$ cat config.mk
export PLATFORM = sky130hd
export DESIGN_NAME = pc_ctrl
export DESIGN_NICKNAME = d
export VERILOG_FILES = /design/src/rtl/pc_ctrl_pkg.sv /design/src/rtl/sat_counter.sv /design/src/rtl/pc_ctrl.sv
export SDC_FILE = /design/constraint.sdc
export NUM_CORES = 1
export LEC_CHECK = 0
export CORE_MARGIN = 10
export CORE_UTILIZATION = 48
export DETAILED_ROUTE_END_ITERATION = 10
export GPL_TIMING_DRIVEN = 0
export PLACE_DENSITY = 0.81
export SLEW_MARGIN = 20
export SYNTH_ARGS = -nofsm -noshare
export SYNTH_HDL_FRONTEND = slang
export SYNTH_SLANG_ARGS = --single-unit
export TNS_END_PERCENT = 50
$ cat constraint.sdc
create_clock -name clk_i -period 4.3 [get_ports clk_i]
set_clock_uncertainty 0.1 [all_clocks]
set_input_delay 1.29 -clock clk_i [delete_from_list [all_inputs] [get_ports clk_i]]
set_output_delay 1.29 -clock clk_i [all_outputs]
set_load 0.02 [all_outputs]
$ cat src/rtl/pc_ctrl_pkg.sv
// Shared types and defaults for the next-PC sequencer / front-end hazard controller.
package pc_ctrl_pkg;

  localparam int unsigned XLEN        = 32;
  localparam int unsigned INSTR_BYTES = 4;
  localparam logic [XLEN-1:0] RESET_VEC_DEFAULT = '0;

  typedef enum logic [1:0] {
    IDLE = 2'd0,
    RUN  = 2'd1,
    HOLD = 2'd2
  } pc_state_e;

endpackage

$ cat src/rtl/sat_counter.sv
// Saturating up-counter; sticks at all-ones instead of wrapping.
module sat_counter #(
  parameter int unsigned W = 16
) (
  input  logic         clk_i,
  input  logic         rst_i,
  input  logic         inc_i,
  output logic [W-1:0] cnt_o
);

  logic [W-1:0] cnt_q;

  always_ff @(posedge clk_i or negedge rst_i) begin
    if (!rst_i) begin
      cnt_q <= '0;
    end else if (inc_i && (cnt_q != '1)) begin
      cnt_q <= cnt_q + W'(1);
    end
  end

  assign cnt_o = cnt_q;

endmodule

$ cat src/rtl/pc_ctrl.sv
// Next-PC selection and IF/ID, ID/EX hazard controls, plus saturating event counters.
module pc_ctrl
  import pc_ctrl_pkg::*;
#(
  parameter int unsigned     XLEN        = pc_ctrl_pkg::XLEN,
  parameter logic [XLEN-1:0] RESET_VEC   = RESET_VEC_DEFAULT,
  parameter int unsigned     INSTR_BYTES = pc_ctrl_pkg::INSTR_BYTES,
  parameter int unsigned     CNT_W       = 16
) (
  input  logic             clk_i,
  input  logic             rst_i,
  input  logic             start_i,
  input  logic             mem_stall_i,
  input  logic             load_use_i,
  input  logic             branch_taken_i,
  input  logic [XLEN-1:0]  branch_target_i,
  input  logic [XLEN-1:0]  pc_i,
  output logic [XLEN-1:0]  pc_next_o,
  output logic             pc_write_o,
  output logic             if_id_write_o,
  output logic             if_id_flush_o,
  output logic             id_ex_bubble_o,
  output logic [CNT_W-1:0] stall_cnt_o,
  output logic [CNT_W-1:0] flush_cnt_o,
  output logic [CNT_W-1:0] bubble_cnt_o
);

  pc_state_e       state_q, state_d;
  logic            pend_v_q, pend_v_d;
  logic [XLEN-1:0] pend_tgt_q, pend_tgt_d;
  logic            stall_inc, flush_inc, bubble_inc;
  logic            eff_taken;
  logic [XLEN-1:0] eff_tgt;

  always_ff @(posedge clk_i or negedge rst_i) begin
    if (!rst_i) begin
      state_q    <= IDLE;
      pend_v_q   <= 1'b0;
      pend_tgt_q <= '0;
    end else begin
      state_q    <= state_d;
      pend_v_q   <= pend_v_d;
      pend_tgt_q <= pend_tgt_d;
    end
  end

  // A redirect captured under a stall stands in for the live branch inputs,
  // so the same branch is never redirected twice.
  assign eff_taken = pend_v_q | branch_taken_i;
  assign eff_tgt   = pend_v_q ? pend_tgt_q : branch_target_i;

  always_comb begin
    state_d        = state_q;
    pend_v_d       = pend_v_q;
    pend_tgt_d     = pend_tgt_q;
    pc_next_o      = pc_i;
    pc_write_o     = 1'b0;
    if_id_write_o  = 1'b0;
    if_id_flush_o  = 1'b0;
    id_ex_bubble_o = 1'b0;
    stall_inc      = 1'b0;
    flush_inc      = 1'b0;
    bubble_inc     = 1'b0;

    if (!start_i || (state_q == IDLE)) begin
      pc_next_o      = RESET_VEC;
      pc_write_o     = 1'b1;
      if_id_write_o  = 1'b1;
      if_id_flush_o  = 1'b1;
      id_ex_bubble_o = 1'b1;
      pend_v_d       = 1'b0;
      state_d        = start_i ? RUN : IDLE;
    end else if (mem_stall_i) begin
      stall_inc = 1'b1;
      state_d   = HOLD;
      if ((state_q == RUN) && branch_taken_i && !pend_v_q) begin
        pend_v_d   = 1'b1;
        pend_tgt_d = branch_target_i;
      end
    end else begin
      state_d = RUN;
      if (load_use_i) begin
        id_ex_bubble_o = 1'b1;
        bubble_inc     = 1'b1;
      end else if (eff_taken) begin
        pc_next_o     = eff_tgt;
        pc_write_o    = 1'b1;
        if_id_write_o = 1'b1;
        if_id_flush_o = 1'b1;
        flush_inc     = 1'b1;
        pend_v_d      = 1'b0;
      end else begin
        pc_next_o     = pc_i + XLEN'(INSTR_BYTES);
        pc_write_o    = 1'b1;
        if_id_write_o = 1'b1;
        pend_v_d      = 1'b0;
      end
    end
  end

  sat_counter #(.W(CNT_W)) u_stall_cnt (
    .clk_i (clk_i),
    .rst_i (rst_i),
    .inc_i (stall_inc),
    .cnt_o (stall_cnt_o)
  );

  sat_counter #(.W(CNT_W)) u_flush_cnt (
    .clk_i (clk_i),
    .rst_i (rst_i),
    .inc_i (flush_inc),
    .cnt_o (flush_cnt_o)
  );

  sat_counter #(.W(CNT_W)) u_bubble_cnt (
    .clk_i (clk_i),
    .rst_i (rst_i),
    .inc_i (bubble_inc),
    .cnt_o (bubble_cnt_o)
  );

endmodule

# Word-level counts from Yosys, hierarchy flattened

Index checks and enable logic that the tools add are counted.

Add/subtract/negate cells: 4
Equality and inequality tests: 6
Muxes and demuxes: 26
Bitwise gates (word level): 2
Reduce and logical (&&, ||, !) cells: 11

Operators by type and width:

| operator                | count |
|---|---|
| $mux W32                | 5 |
| $add A16 B1 Y16 const B | 3 |
| $ne A16 B16 Y1 const B  | 3 |
| $add A32 B3 Y32 const B | 1 |
| $mux W1                 | 19 |
| $logic_and A1 B1 Y1     | 5 |
| $mux W2                 | 2 |
| $ne A3 B1 Y1 const B    | 1 |
| $ne A3 B2 Y1 const B    | 1 |
| $reduce_and A3 Y1       | 1 |
| $eq A2 B1 Y1 const B    | 1 |
| $logic_not A1 Y1        | 2 |
| $logic_not A2 Y1        | 1 |
| $reduce_and A2 Y1       | 1 |
| $logic_or A1 B1 Y1      | 1 |
| $not A1 Y1              | 1 |
| $or A1 B1 Y1            | 1 |

Register bits after elaboration: 83
Output and inout bits: 84
Word-level logic and storage cells: 55

# Longest topological paths before layout

Word-level depth: 6
Gate-level depth with buffers: 7
Mapped depth without buffers: 6

# By module

A second synthesis with hierarchy kept.

Cells, all modules: 564
Area, all modules: 5490.3 um^2

By module, submodules not included:

| module      | times used | cells each | area each (um^2) | sequential area each (um^2) |
|---|---|---|---|---|
| pc_ctrl     | 1          | 348        | 2911.5           | 875.8 |
| sat_counter | 3          | 72         | 859.6            | 400.4 |

# Least setup slack after synthesis

Ideal clock, no wire load.

Kind: input port to output port
Start point: in pc_i[2]
End point: out pc_next_o[30]
Data arrival time: 2.883 ns
Data required time: 2.910 ns
Slack: 0.027 ns
Stages: 5
Cells stage by stage: ha_1 nand4_1 nor2_1 nand4_1 o41ai_1

Cells in the longest elaborated chain, start to end: 5

Ends and longest elaborated chain:

| element            | RTL line      | text |
|---|---|---|
| start: declaration | pc_ctrl.sv:17 | `input logic [XLEN-1:0] pc_i,` |
| $add A32 B3 Y32    | pc_ctrl.sv:93 | `pc_next_o = pc_i + XLEN'(INSTR_BYTES);` |
| $mux W32           | pc_ctrl.sv:85 | `end else if (eff_taken) begin` |
| $mux W32           | pc_ctrl.sv:82 | `if (load_use_i) begin` |
| $mux W32           | pc_ctrl.sv:73 | `end else if (mem_stall_i) begin` |
| $mux W32           | pc_ctrl.sv:65 | `if (!start_i \|\| (state_q == IDLE)) begin` |
| end: declaration   | pc_ctrl.sv:18 | `output logic [XLEN-1:0] pc_next_o,` |

Every way passes these cells.

# Worst setup path in the final report

Start point: in branch_taken_i
End point: out pc_next_o[30]

Cells in the longest elaborated chain, start to end: 5

Ends and longest elaborated chain:

| element            | RTL line      | text |
|---|---|---|
| start: declaration | pc_ctrl.sv:15 | `input logic branch_taken_i,` |
| $or A1 B1 Y1       | pc_ctrl.sv:49 | `assign eff_taken = pend_v_q \| branch_taken_i;` |
| $mux W32           | pc_ctrl.sv:85 |  |
| $mux W32           | pc_ctrl.sv:82 |  |
| $mux W32           | pc_ctrl.sv:73 |  |
| $mux W32           | pc_ctrl.sv:65 |  |

Every way passes these cells.

==> metrics.txt <==
status=completed; Die Ht=124.1 µm; total power draw=2.259 mW; post-DP HPWL=13.60 mm; Critical Path Source Type=input port; Finished Layout Cells=895; via count=5451; die area=15410 µm²; R2R Setup Slk=2140 ps; Hold Crit Class=flop to flop; Root Buffer=clkbuf_8; CTS buffer count=9; CP bufs+invs=4; register area=2077 µm²; DRC=0; Max-slew headroom=46.64%; vias in the first global route=5701; wirelength, routed=18.79 mm; Met1 Wirelength=7.348 mm; io pins=154; Setup TNS Final=0 ps; Post-Syn Nets=634; placed cells=849; Fill cells=842; layout cell share with drive strength beyond 1=23.35%; Final Net Count=827; initial antenna violation count=3; total global-route track usage=23.79%; multi-input logic area=3103 µm²; die width=124.1 µm; critical path class=input port to output port; Final Max Tran Viols=0; critical path cell sequence=dlygate4sd2_1 > or2_0 > buf_4 > buf_4 > a311oi_1 > o21ai_0 > o41ai_2 > buf_4; DR iter-0 viols=472; Initial Utilization=49.76%; EDFF count, synth=0; largest net degree at the start of global routing=48; Max-cap violations=0; crit share post-route=99.68%; wire length on met2=8.909 mm; Top FF cell, synth=dfrtp_1; Slowest Stage Delay on Critical Path=280 ps; htree depth=3; Pwr per Cell Area=302.2 nW/µm²; CTS max path bufs=2; Sink Count=83; FFs w/ async S/R, synth=100.0%; arrival time at the worst endpoint=2900 ps; Cells after Synth=560; Synth Area per Inst=9.297 µm²; Syn-to-layout area delta=43.62%; cell family with most CP delay=buffers and inverters; Core Rows=37; sequential-to-total area share from yosys stat=39.89%; cell mode on critical path=buf_4; hold-fix buffers at CTS=0; worst vdd ir=0.3005 mV; Yosys Warn Count=0; met3 WL=2.119 mm; number of synthesized register bits=83; clk_lat worst skew=360 ps; Top Layer Used=met5; RSZ-0062 raised after global routing=true; highest net fanout along the worst path=10; CTS tree=yes; actual slew at the worst max-slew pin=800.3 ps; clock transition at the registers of the reported paths=90 ps; Routed WL per cell=21.00 µm; Static Leakage=3.194 nW; remaining antenna violation count=0; critical path capture point type=output port; DRT Pass-1 Iters=5; Yosys cell types=68; Critical-path top delay cell=dlygate4sd2_1; Via-to-Cell Ratio=6.091; total gr overflow=0; Final Hold Fails=0; Placer Congestion=0.9876; mapped cell area=5206 µm²; Tmin final=4286 ps; WP data required=2910 ps; Final setup viols=0; first-pass GRT wire length=29.16 mm; max frequency=233.3 MHz; Port Buffers=152; CORE AREA=10460 µm²
==> Yosys cell counts, drive strengths merged, types with 2 or more instances <==
cell | n | area (µm²)
o22ai | 21 | 131.4
xnor2 | 27 | 236.5
o221ai | 6 | 52.55
nand3 | 22 | 122.6
o2bb2ai | 8 | 70.07
a31oi | 9 | 56.30
and2 | 2 | 12.51
a311oi | 4 | 35.03
mux2i | 8 | 80.08
inv | 19 | 71.32
buf | 16 | 102.6
ha | 4 | 50.05
and4 | 6 | 55.05
or2 | 5 | 31.28
nor4 | 11 | 87.59
xor2 | 14 | 122.6
nand4 | 27 | 175.2
nor3 | 11 | 66.32
o21ai | 35 | 175.2
o211ai | 4 | 30.03
nand2b | 5 | 31.28
mux2 | 37 | 416.7
clkbuf | 11 | 41.29
a311o | 2 | 20.02
a21oi | 31 | 158.9
a41oi | 3 | 26.28
a211oi | 3 | 22.52
and3 | 11 | 76.32
nand2 | 47 | 181.4
nor2 | 46 | 177.7
o21a | 3 | 23.77
dfrtp | 83 | 2077
nor4b | 2 | 32.53
==> state kept, by name, indices dropped and copies added, names as in the netlist <==
name,cells
u_stall_cnt.cnt_o,16
pend_tgt_q,32
u_flush_cnt.cnt_o,16
pend_v_q,1
u_bubble_cnt.cnt_o,16
state_q,2
==> per-layer routing <==
metal	vias up	GRT usage, %
met1	2649	27.73
met3	41	8.733
met5	-	0
met4	4	8.058
met2	282	39.62
li1	2475	-
==> power breakdown <==
| part | internal, mW | switching (mW) | leakage [nW] | total, mW |
|---|---|---|---|---|
| Sequential | 0.910 | 0.115 | 1.09 | 1.02 |
| Clock | 0.288 | 0.302 | 0.100 | 0.590 |
| Combinational | 0.307 | 0.338 | 2.00 | 0.645 |
| Total | 1.51 | 0.754 | 3.19 | 2.26 |
==> cell usage in the layout (no fill, tap or decap), drive strengths merged, types with 5 or more instances in the layout <==
master          n
clkdlybuf4s50  86
dfrtp          83
buf            72
nand2          47
nor2           46
mux2           37
clkbuf         36
o21ai          35
a21oi          31
xnor2          27
nand4          27
nand3          22
o22ai          21
inv            21
xor2           14
clkdlybuf4s15  14
dlygate4sd2    11
and3           11
nor3           11
nor4           11
a31oi           9
mux2i           8
o2bb2ai         8
and4            6
o221ai          6
nand2b          5
or2             5
==> timing repair <==
| action | in CTS | in global routing |
|---|---|---|
| gates resized for setup | 231 | 60 |
| pin swaps | 20 | 15 |
| endpoints found under the hold margin | 0 | 0 |
| endpoints found under the setup margin | 36 | 26 |
| buffers inserted | 25 | 4 |
==> final timing paths <==
check / from / endpoint / depth (start not counted)
max: branch_taken_i / pc_next_o[30] / 8
min reg2reg: pend_tgt_q[30] / pend_tgt_q[30] / 1
min: pend_tgt_q[30] / pend_tgt_q[30] / 1
max reg2reg: state_q[1] / pend_tgt_q[17] / 6
max in group asynchronous: rst_i / u_flush_cnt.cnt_o[10] / 2
min in group asynchronous: rst_i / pend_tgt_q[6] / 1
==> through the flow <==
stage                     area, µm²  worst slack (ps)  util, %  hold WS [ps]
final                          7477             13.59    71.47         389.3
after global routing           7477            -23.86    71.47         405.0
after CTS                      7480            0.2442    71.49         388.7
after detailed placement       6923             -1290    66.17         368.8
after global placement         6898             -1286    65.93         359.8
after floorplan                5206             27.43        -         349.7
==> kinds of logic after synthesis <==
kind of cell	synth area share (%)
fa+ha+maj	0.9613
mux	9.541
buf+inv	4.133
flops	39.89
compound gates	17.23
xor+xnor	6.897
simple gates	21.34
==> cell type report <==
cell class	instances	share of cell area [%]
plain buffers	27	3.029
well taps	136	2.276
flip-flops and latches	83	27.78
repair buffers	182	21.74
multi-input cells	431	41.50
inverters	19	0.9538
diodes	1	0.03347
clock buffers	11	1.891
clock inverters	5	0.8032
No activity file was read; power rests on OpenSTA's default activity.
